$ cat config.mk
export PLATFORM = sky130hd
export DESIGN_NAME = mux_n_pipe_flat
export DESIGN_NICKNAME = d
export VERILOG_FILES = /design/src/rtl/mux_n_pipe_if.sv /design/src/rtl/mux_n_pipe.sv /design/src/flat_wrapper.sv
export SDC_FILE = /design/constraint.sdc
export NUM_CORES = 1
export LEC_CHECK = 0
export CELL_PAD_IN_SITES_DETAIL_PLACEMENT = 1
export CELL_PAD_IN_SITES_GLOBAL_PLACEMENT = 2
export CORE_MARGIN = 2
export CORE_UTILIZATION = 25
export DETAILED_ROUTE_END_ITERATION = 16
export PLACE_DENSITY = 0.83
export SLEW_MARGIN = 25
export SYNTH_ARGS = -nofsm -noshare
export SYNTH_HDL_FRONTEND = slang
export SYNTH_SLANG_ARGS = --single-unit
$ cat constraint.sdc
create_clock -name clk -period 6.65 [get_ports clk]
set_input_delay 1.6625 -clock clk [delete_from_list [all_inputs] [get_ports clk]]
set_output_delay 1.6625 -clock clk [all_outputs]
set_load 0.03 [all_outputs]
$ cat src/rtl/mux_n_pipe_if.sv
// Handshake bundle for mux_n_pipe: packed sources and select in, selected word out.
// The master modport is the producer/consumer side and the slave modport is the selector.
interface mux_n_pipe_if #(
  parameter int WIDTH   = 32,
  parameter int NUM_SRC = 5,
  parameter int SEL_W   = 3
);
  logic [NUM_SRC*WIDTH-1:0] src;
  logic [SEL_W-1:0]         sel;
  logic                     in_valid;
  logic                     in_ready;
  logic [WIDTH-1:0]         out_data;
  logic                     out_err;
  logic                     out_valid;
  logic                     out_ready;

  modport master (
    output src, sel, in_valid, out_ready,
    input  in_ready, out_data, out_err, out_valid
  );

  modport slave (
    input  src, sel, in_valid, out_ready,
    output in_ready, out_data, out_err, out_valid
  );
endinterface

$ cat src/rtl/mux_n_pipe.sv
// Registered NUM_SRC-way selector: 1-cycle latency, 2-entry skid so back-pressure never drops or repeats a word.
// Defining MUX_ERR_CNT_EN adds err_cnt/err_clr, a saturating count of out-of-range selects.
module mux_n_pipe #(
  parameter int WIDTH   = 32,
  parameter int NUM_SRC = 5,
  parameter int SEL_W   = 3
) (
  input  logic        clk,
  input  logic        rst,
`ifdef MUX_ERR_CNT_EN
  input  logic        err_clr,
  output logic [7:0]  err_cnt,
`endif
  mux_n_pipe_if.slave bus
);

  typedef enum logic [1:0] {
    S_EMPTY = 2'd0,
    S_FULL1 = 2'd1,
    S_FULL2 = 2'd2
  } state_t;

  localparam logic [SEL_W:0] LP_NUM_SRC = (SEL_W+1)'(NUM_SRC);

  state_t           r_state;
  state_t           w_state_nxt;
  logic [WIDTH-1:0] r_main_data;
  logic [WIDTH-1:0] r_skid_data;
  logic [WIDTH-1:0] w_main_data_nxt;
  logic [WIDTH-1:0] w_skid_data_nxt;
  logic [WIDTH-1:0] w_cap_data;
  logic             r_main_err;
  logic             r_skid_err;
  logic             w_main_err_nxt;
  logic             w_skid_err_nxt;
  logic             w_cap_err;
  logic             r_in_ready;
  logic             r_out_valid;
  logic             w_in_xfer;
  logic             w_out_xfer;

  assign w_in_xfer  = bus.in_valid & r_in_ready;
  assign w_out_xfer = r_out_valid & bus.out_ready;

  // Out-of-range selects match no source, so the captured word falls through to zero.
  always_comb begin
    w_cap_data = '0;
    w_cap_err  = ({1'b0, bus.sel} >= LP_NUM_SRC);
    for (int i = 0; i < NUM_SRC; i++) begin
      if (bus.sel == SEL_W'(i)) begin
        w_cap_data = bus.src[i*WIDTH +: WIDTH];
      end
    end
  end

  always_comb begin
    w_state_nxt     = r_state;
    w_main_data_nxt = r_main_data;
    w_main_err_nxt  = r_main_err;
    w_skid_data_nxt = r_skid_data;
    w_skid_err_nxt  = r_skid_err;
    case (r_state)
      S_EMPTY: begin
        if (w_in_xfer) begin
          w_main_data_nxt = w_cap_data;
          w_main_err_nxt  = w_cap_err;
          w_state_nxt     = S_FULL1;
        end
      end
      S_FULL1: begin
        if (w_in_xfer && w_out_xfer) begin
          w_main_data_nxt = w_cap_data;
          w_main_err_nxt  = w_cap_err;
        end else if (w_in_xfer) begin
          w_skid_data_nxt = w_cap_data;
          w_skid_err_nxt  = w_cap_err;
          w_state_nxt     = S_FULL2;
        end else if (w_out_xfer) begin
          w_state_nxt     = S_EMPTY;
        end
      end
      S_FULL2: begin
        // in_ready is low here, so the input side cannot transfer.
        if (w_out_xfer) begin
          w_main_data_nxt = r_skid_data;
          w_main_err_nxt  = r_skid_err;
          w_state_nxt     = S_FULL1;
        end
      end
      default: begin
        w_state_nxt = S_EMPTY;
      end
    endcase
  end

  // Handshake flags are decoded from the next state so both stay registered.
  always_ff @(posedge clk or posedge rst) begin
    if (rst) begin
      r_state     <= S_EMPTY;
      r_main_data <= '0;
      r_main_err  <= 1'b0;
      r_skid_data <= '0;
      r_skid_err  <= 1'b0;
      r_in_ready  <= 1'b1;
      r_out_valid <= 1'b0;
    end else begin
      r_state     <= w_state_nxt;
      r_main_data <= w_main_data_nxt;
      r_main_err  <= w_main_err_nxt;
      r_skid_data <= w_skid_data_nxt;
      r_skid_err  <= w_skid_err_nxt;
      r_in_ready  <= (w_state_nxt != S_FULL2);
      r_out_valid <= (w_state_nxt != S_EMPTY);
    end
  end

  assign bus.in_ready  = r_in_ready;
  assign bus.out_valid = r_out_valid;
  assign bus.out_data  = r_main_data;
  assign bus.out_err   = r_main_err;

`ifdef MUX_ERR_CNT_EN
  logic [7:0] r_err_cnt;

  always_ff @(posedge clk or posedge rst) begin
    if (rst) begin
      r_err_cnt <= 8'd0;
    end else if (err_clr) begin
      r_err_cnt <= 8'd0;
    end else if (w_in_xfer && w_cap_err && (r_err_cnt != 8'hFF)) begin
      r_err_cnt <= r_err_cnt + 8'd1;
    end
  end

  assign err_cnt = r_err_cnt;
`endif

endmodule

$ cat src/flat_wrapper.sv
// flat-port wrapper written by rule: the top's interface ports become plain ports
module mux_n_pipe_flat 
#(
  parameter int WIDTH   = 32,
  parameter int NUM_SRC = 5,
  parameter int SEL_W   = 3
)
  (clk, rst, bus_src, bus_sel, bus_in_valid, bus_out_ready, bus_in_ready, bus_out_data, bus_out_err, bus_out_valid);
  mux_n_pipe_if #(.WIDTH(WIDTH), .NUM_SRC(NUM_SRC), .SEL_W(SEL_W)) bus_i ();
  input  logic clk;
  input  logic rst;
  input wire logic [$bits(bus_i.src)-1:0] bus_src;
  input wire logic [$bits(bus_i.sel)-1:0] bus_sel;
  input wire logic [$bits(bus_i.in_valid)-1:0] bus_in_valid;
  input wire logic [$bits(bus_i.out_ready)-1:0] bus_out_ready;
  output wire logic [$bits(bus_i.in_ready)-1:0] bus_in_ready;
  output wire logic [$bits(bus_i.out_data)-1:0] bus_out_data;
  output wire logic [$bits(bus_i.out_err)-1:0] bus_out_err;
  output wire logic [$bits(bus_i.out_valid)-1:0] bus_out_valid;
  assign bus_i.src = bus_src;
  assign bus_i.sel = bus_sel;
  assign bus_i.in_valid = bus_in_valid;
  assign bus_i.out_ready = bus_out_ready;
  assign bus_in_ready = bus_i.in_ready;
  assign bus_out_data = bus_i.out_data;
  assign bus_out_err = bus_i.out_err;
  assign bus_out_valid = bus_i.out_valid;
  mux_n_pipe #(.WIDTH(WIDTH), .NUM_SRC(NUM_SRC), .SEL_W(SEL_W)) u_core (.clk(clk), .rst(rst), .bus(bus_i));
endmodule
==> run metrics, run 1 <==
status=completed; CTS-repair resized insts=0; met3 routed WL=approximately 1200 µm; Non-Filler Instances=850; Cell variety after synth=just over 40; worst vdd ir=161 µV; skew final=between 0.007 and 0.008 ns; EDFF count, synth=0; syn avg cell area=around 9.5 µm²; share of cells above drive strength 1=between 6 and 7%; Reg clk slew, reported paths=0.05 ns; switching power total=around 1 mW; Root Buffer=clkbuf_16; Area growth syn-to-layout=55.1%; Total Neg Setup Slack=0 ns; Initial DRC Count=194; TritonCTS clock tree=done; DR WL met2=between 7000 and 8000 µm; Worst EP required=6.84 ns; commonest register cell after synthesis=dfrtp_1; CP Data Arrival Time=approximately 3.8 ns; Seq pwr share=32.7%; WL final=~16000 µm; top routing layer used=met4; num ports=202; Detail Route Antenna Nets=0; initial antenna violation count=0; wire per inst=about 19 µm; Final min period=between 3 and 4 ns; Worst Hold Class=flop to flop; Vias=roughly 4200; number of synthesis warnings=0; Placed Cells=~830; Critical Path Fanout Max=29; Die W=~130 µm; hold_buf cts=0; fillers=between 1500 and 2000; vias in the first global route=4600; Critical Path End Type=flop; global placement routability congestion=around 0.78; Place WS=between 2 and 3 ns; Post-CTS Setup Bufs=0; commonest non-fill, non-tap cell in the layout=clkdlybuf4s50_1; total track usage=between 10% and 20%; Slew @ Worst Pin=between 0.9 and 1 ns; Async SR Flop Fraction=100%; Worst Setup Path Type=input port to flop; Sw Ratio=between 40% and 50%; DR pass1 iterations=4; H-tree Lvls=3; Post-Syn Area=approximately 0.0043 mm²; Cells after Synth=between 400 and 500; deepest clock path buffer count=2; final setup fails=0; # diodes=0; post-route setup slack=around 3 ns; global-route wire length before repair=about 24000 µm; Pint=1.40 mW; Rows=47; reg2reg setup slack=roughly 3.8 ns; power share of the clock group=a little under a fifth; RSZ-0062 raised after global routing=no; final hold vios=0; drt via density=4.92; MaxCap Viol Count=0; Combinational Power Share=around 49%; #FFs+latches synth=70; die area=approximately 0.018 mm²; cts bufs inserted=9; Die H=between 100 and 150 µm; post-synthesis sequential area ratio=between 40% and 50%; Initial Util=about a quarter; Final Max Tran Viols=0; Tot Pwr=~2.4 mW; clock sink count=70; clk_lat worst skew=around 0.33 ns; pin count of the biggest net entering global routing=71; Startpoint Class=input port; core area=0.0166 mm²; DRC violation count after routing=0; syn nets=615; Port Buffer Count=201; grt ovf=0; Routed met1 length=6920 µm; fmax=0.276 GHz; commonest non-fill, non-tap cells in the layout=clkdlybuf4s50_1, dfrtp_1, mux2i_1; worst hold margin=approximately 0.47 ns; Leak Pwr=2.63 nW; Final nets=between 700 and 800; Slew Limit Headroom=approximately 38%; DPL Wire Length=between 10000 and 15000 µm; final period utilization=roughly 55%; PwrDens=roughly 360 mW/mm²
final cells by class:
cell class | count | area [µm²] | area share [%]
clock buffer | 12 | 246 | 3.73
sequential | 70 | 1750 | 26.5
timing repair buffer | 209 | 2060 | 31.2
clock inverter | 4 | 22.5 | 0.341
multi-input combinational | 332 | 2230 | 33.8
tap | 220 | 275 | 4.17
inverter | 3 | 11.3 | 0.171
state kept, by name, indices dropped and copies added, names as in the netlist:
| signal | cells |
|---|---|
| u_core.r_skid_data | 32 |
| u_core.bus.out_data | 32 |
| u_core.r_state | 2 |
| u_core.bus.in_ready | 1 |
| u_core.bus.out_err | 1 |
| u_core.bus.out_valid | 1 |
| u_core.r_skid_err | 1 |
cells in the mapped netlist (2+ instances only):
library cell	number	area (µm²)
buf_4	13	97.6
nor2_1	42	158
o21ai_2	8	70.1
dfrtp_1	69	1730
clkbuf_1	16	60.1
buf_1	2	7.51
a221oi_1	9	78.8
a31oi_1	2	12.5
o32ai_1	22	193
nor3_1	32	160
nand2b_1	2	12.5
a21oi_1	23	115
o21ai_0	11	55.1
o21ai_1	23	115
nand3b_1	9	67.6
a211oi_1	30	225
mux2i_1	63	631
inv_1	3	11.3
buf_2	5	25.0
buf_6	7	78.8
nand2_1	37	139
stage by stage:
stage | cell area, µm² | utilization [%]
2_1_floorplan | 4260 | -
3_3_place_gp | 6330 | 38.1
3_5_place_dp | 6330 | 38.1
4_1_cts | 6600 | 39.7
5_1_grt | 6600 | 39.7
6_report | 6600 | 39.7
routing by layer:
layer  track usage [%]  vias to the layer above
li1                  -                     2025
met1              21.5                     1994
met2              30.3                      155
met3              3.75                       12
met4              4.04                        0
met5                 0                        -
worst max-delay path: stages:
cell	delay (ns)
buf_2	0.66
nand2b_1	0.46
buf_4	0.36
nor2_1	0.08
a221oi_1	0.43
a211oi_1	0.14
final timing paths:
| check | start | end | depth (start not counted) |
|---|---|---|---|
| setup / recovery | bus_sel[2] | u_core.bus.out_data[6]$_DFFE_PP0P_ | 6 |
| hold / removal | u_core.r_skid_data[19]$_DFFE_PP0P_ | u_core.r_skid_data[19]$_DFFE_PP0P_ | 1 |
| setup reg to reg | u_core.r_state[1]$_DFF_PP0_ | u_core.bus.out_data[9]$_DFFE_PP0P_ | 6 |
| hold reg to reg | u_core.r_skid_data[19]$_DFFE_PP0P_ | u_core.r_skid_data[19]$_DFFE_PP0P_ | 1 |
| max in group asynchronous | rst | u_core.bus.out_data[7]$_DFFE_PP0P_ | 3 |
| min in group asynchronous | rst | u_core.r_state[0]$_DFF_PP0_ | 3 |
power groups by stage:
stage	Combinational (mW)	Clock, mW	Sequential [mW]
2_1_floorplan	0.527	0	0.973
3_3_place_gp	1.17	0	0.778
3_5_place_dp	1.20	0	0.796
4_1_cts	1.20	0.446	0.790
5_1_grt	1.28	0.467	0.814
6_report	1.18	0.436	0.785
logic make-up after synthesis:
| family | count (synthesis) | share of synthesized area, % |
|---|---|---|
| AO/OA/AOI/OAI | 136 | 22.7 |
| AND/OR/NAND/NOR | 132 | 14.5 |
| buffers and inverters | 46 | 6.58 |
| flip-flops | 70 | 41.2 |
| XOR/XNOR | 1 | 0.206 |
| multiplexers | 63 | 14.8 |
(Power assumes the default switching activity.)
==> inputs of run 2 (changes only) <==
CORE_UTILIZATION = 21   (was 25)
PLACE_DENSITY = 0.74   (was 0.83)
clock period = 3 ns   (was 6.65 ns; I/O delays follow)
==> run 2 against run 1 <==
  * First-iteration DRC count decreased by 23%
  * Clock skew barely moved
  * Sequential cell count did not move
  * Power is 130% higher
  * Critical path depth unchanged
  * Design area is 3.0% higher
  * Clock-buffer cell count is 1 higher
  * Non-clock buffer count up 12
  * Largest cell class unchanged
==> run metrics, run 2 (synthesis results as in run 1) <==
cts bufs inserted=9; worst hold margin=0.469 ns; Sw Ratio=41.0%; Worst Setup Path Type=input port to flop; DPL Wire Length=between 10000 and 15000 µm; Slew @ Worst Pin=about 0.68 ns; CP max-delay cell=o32a_1; Die W=about 150 µm; WL final=approximately 17000 µm; Slew Limit Headroom=around 54%; # diodes=0; num ports=around 200; Worst Hold Class=flop to flop; final hold vios=0; fmax=approximately 0.43 GHz; RSZ-0062 raised after global routing=no; Post-CTS Setup Bufs=0; die area=~0.021 mm²; core area=0.0200 mm²; drt via density=4.71; CTS-repair resized insts=0; Slowest Stage Delay on Critical Path=0.51 ns; CP Data Arrival Time=2.55 ns; share of cells above drive strength 1=roughly 9.0%; fillers=2340; initial antenna violation count=0; Area growth syn-to-layout=59.7%; hold_buf cts=0; TritonCTS clock tree=done; deepest clock path buffer count=2; total track usage=between 10% and 20%; Initial DRC Count=150; final setup fails=0; commonest non-fill, non-tap cells in the layout=clkdlybuf4s50_1, dfrtp_1, mux2i_1; wire per inst=between 15 and 20 µm; Vias=roughly 4300; H-tree Lvls=3; Pint=around 3.2 mW; worst vdd ir=around 270 µV; Critical path buffers and inverters=2; Reg clk slew, reported paths=around 0.06 ns; Startpoint Class=input port; clock sink count=70; Seq pwr share=around a third; status=completed; global placement routability congestion=between 0.7 and 0.8; Combinational Power Share=49.6%; Worst EP required=around 3.2 ns; delay-heaviest family, CP=compound AO/OA/AOI/OAI gates; Final min period=around 2.3 ns; DR pass1 iterations=4; Final nets=about 800; Leak Pwr=2.71 nW; vias in the first global route=4760; Rows=52; switching power total=approximately 2.2 mW; Placed Cells=896; Die H=approximately 150 µm; global-route wire length before repair=26500 µm; critical path, cell by cell=clkdlybuf4s50_1, a21boi_4, o32a_1, buf_12, nor3_1, a211oi_1; MaxCap Viol Count=0; commonest non-fill, non-tap cell in the layout=clkdlybuf4s50_1; Critical Path Fanout Max=22; Detail Route Antenna Nets=0; Final Max Tran Viols=0; Root Buffer=clkbuf_16; DRC violation count after routing=0; clk_lat worst skew=between 0.3 and 0.4 ns; Tot Pwr=between 5 and 6 mW; skew final=between 0.007 and 0.008 ns; Total Neg Setup Slack=0 ns; Port Buffer Count=201; final period utilization=slightly below 80%; PwrDens=~800 mW/mm²; power share of the clock group=between 10% and 20%; Non-Filler Instances=912; Critical Path End Type=flop; pin count of the biggest net entering global routing=between 70 and 80; Initial Util=a little over a fifth; grt ovf=0
-- run 2: power by group through the flow --
| stage | registers (mW) | logic, mW | clock network (mW) |
|---|---|---|---|
| 6_report | 1.73 | 2.69 | 1.01 |
| 5_1_grt | 1.79 | 2.93 | 1.07 |
| 4_1_cts | 1.74 | 2.73 | 1.04 |
| 3_5_place_dp | 1.76 | 2.73 | 0 |
| 3_3_place_gp | 1.74 | 2.65 | 0 |
| 2_1_floorplan | 2.16 | 1.17 | 0 |
-- run 2: final cells by class --
| cell class | count | area (µm²) | share of cell area [%] |
|---|---|---|---|
| timing repair buffer | 221 | 2170 | 32.0 |
| tap | 270 | 338 | 4.97 |
| multi-input combinational | 332 | 2240 | 32.9 |
| sequential | 70 | 1750 | 25.8 |
| clock buffer | 13 | 270 | 3.97 |
| inverter | 3 | 11.3 | 0.166 |
| clock inverter | 3 | 17.5 | 0.258 |
-- run 2: metrics by stage --
| step | util (%) | cell area (µm²) | setup WS, ns |
|---|---|---|---|
| detailed placement | 32.5 | 6510 | 0.329 |
| global placement | 32.5 | 6510 | 0.394 |
| finish | 33.9 | 6800 | 0.680 |
| CTS | 33.9 | 6800 | 0.665 |
| global route | 33.9 | 6800 | 0.505 |
| floorplan | - | 4260 | 0.483 |
-- run 2: path summary, 6_finish.rpt --
| path | from | to | slack, ns | depth (start not counted) |
|---|---|---|---|---|
| setup / recovery | bus_out_ready | u_core.bus.out_data[14]$_DFFE_PP0P_ | 0.68 | 6 |
| hold / removal | u_core.r_skid_data[19]$_DFFE_PP0P_ | u_core.r_skid_data[19]$_DFFE_PP0P_ | 0.47 | 1 |
| setup reg to reg | u_core.bus.in_ready$_DFF_PP1_ | u_core.bus.out_data[13]$_DFFE_PP0P_ | 1.10 | 5 |
| hold reg to reg | u_core.r_skid_data[19]$_DFFE_PP0P_ | u_core.r_skid_data[19]$_DFFE_PP0P_ | 0.47 | 1 |
| max in group asynchronous | rst | u_core.bus.in_ready$_DFF_PP1_ | 1.80 | 3 |
| min in group asynchronous | rst | u_core.bus.out_data[2]$_DFFE_PP0P_ | 0.82 | 3 |
-- run 2: routing by layer --
metal | part of all wire [%] | vias to the layer above | track usage [%]
met2 | 47 | 143 | 25.7
li1 | - | 2051 | -
met5 | 0 | - | 0
met1 | 46 | 2086 | 20.5
met3 | 5.7 | 16 | 3.13
met4 | 1.8 | 0 | 5.63
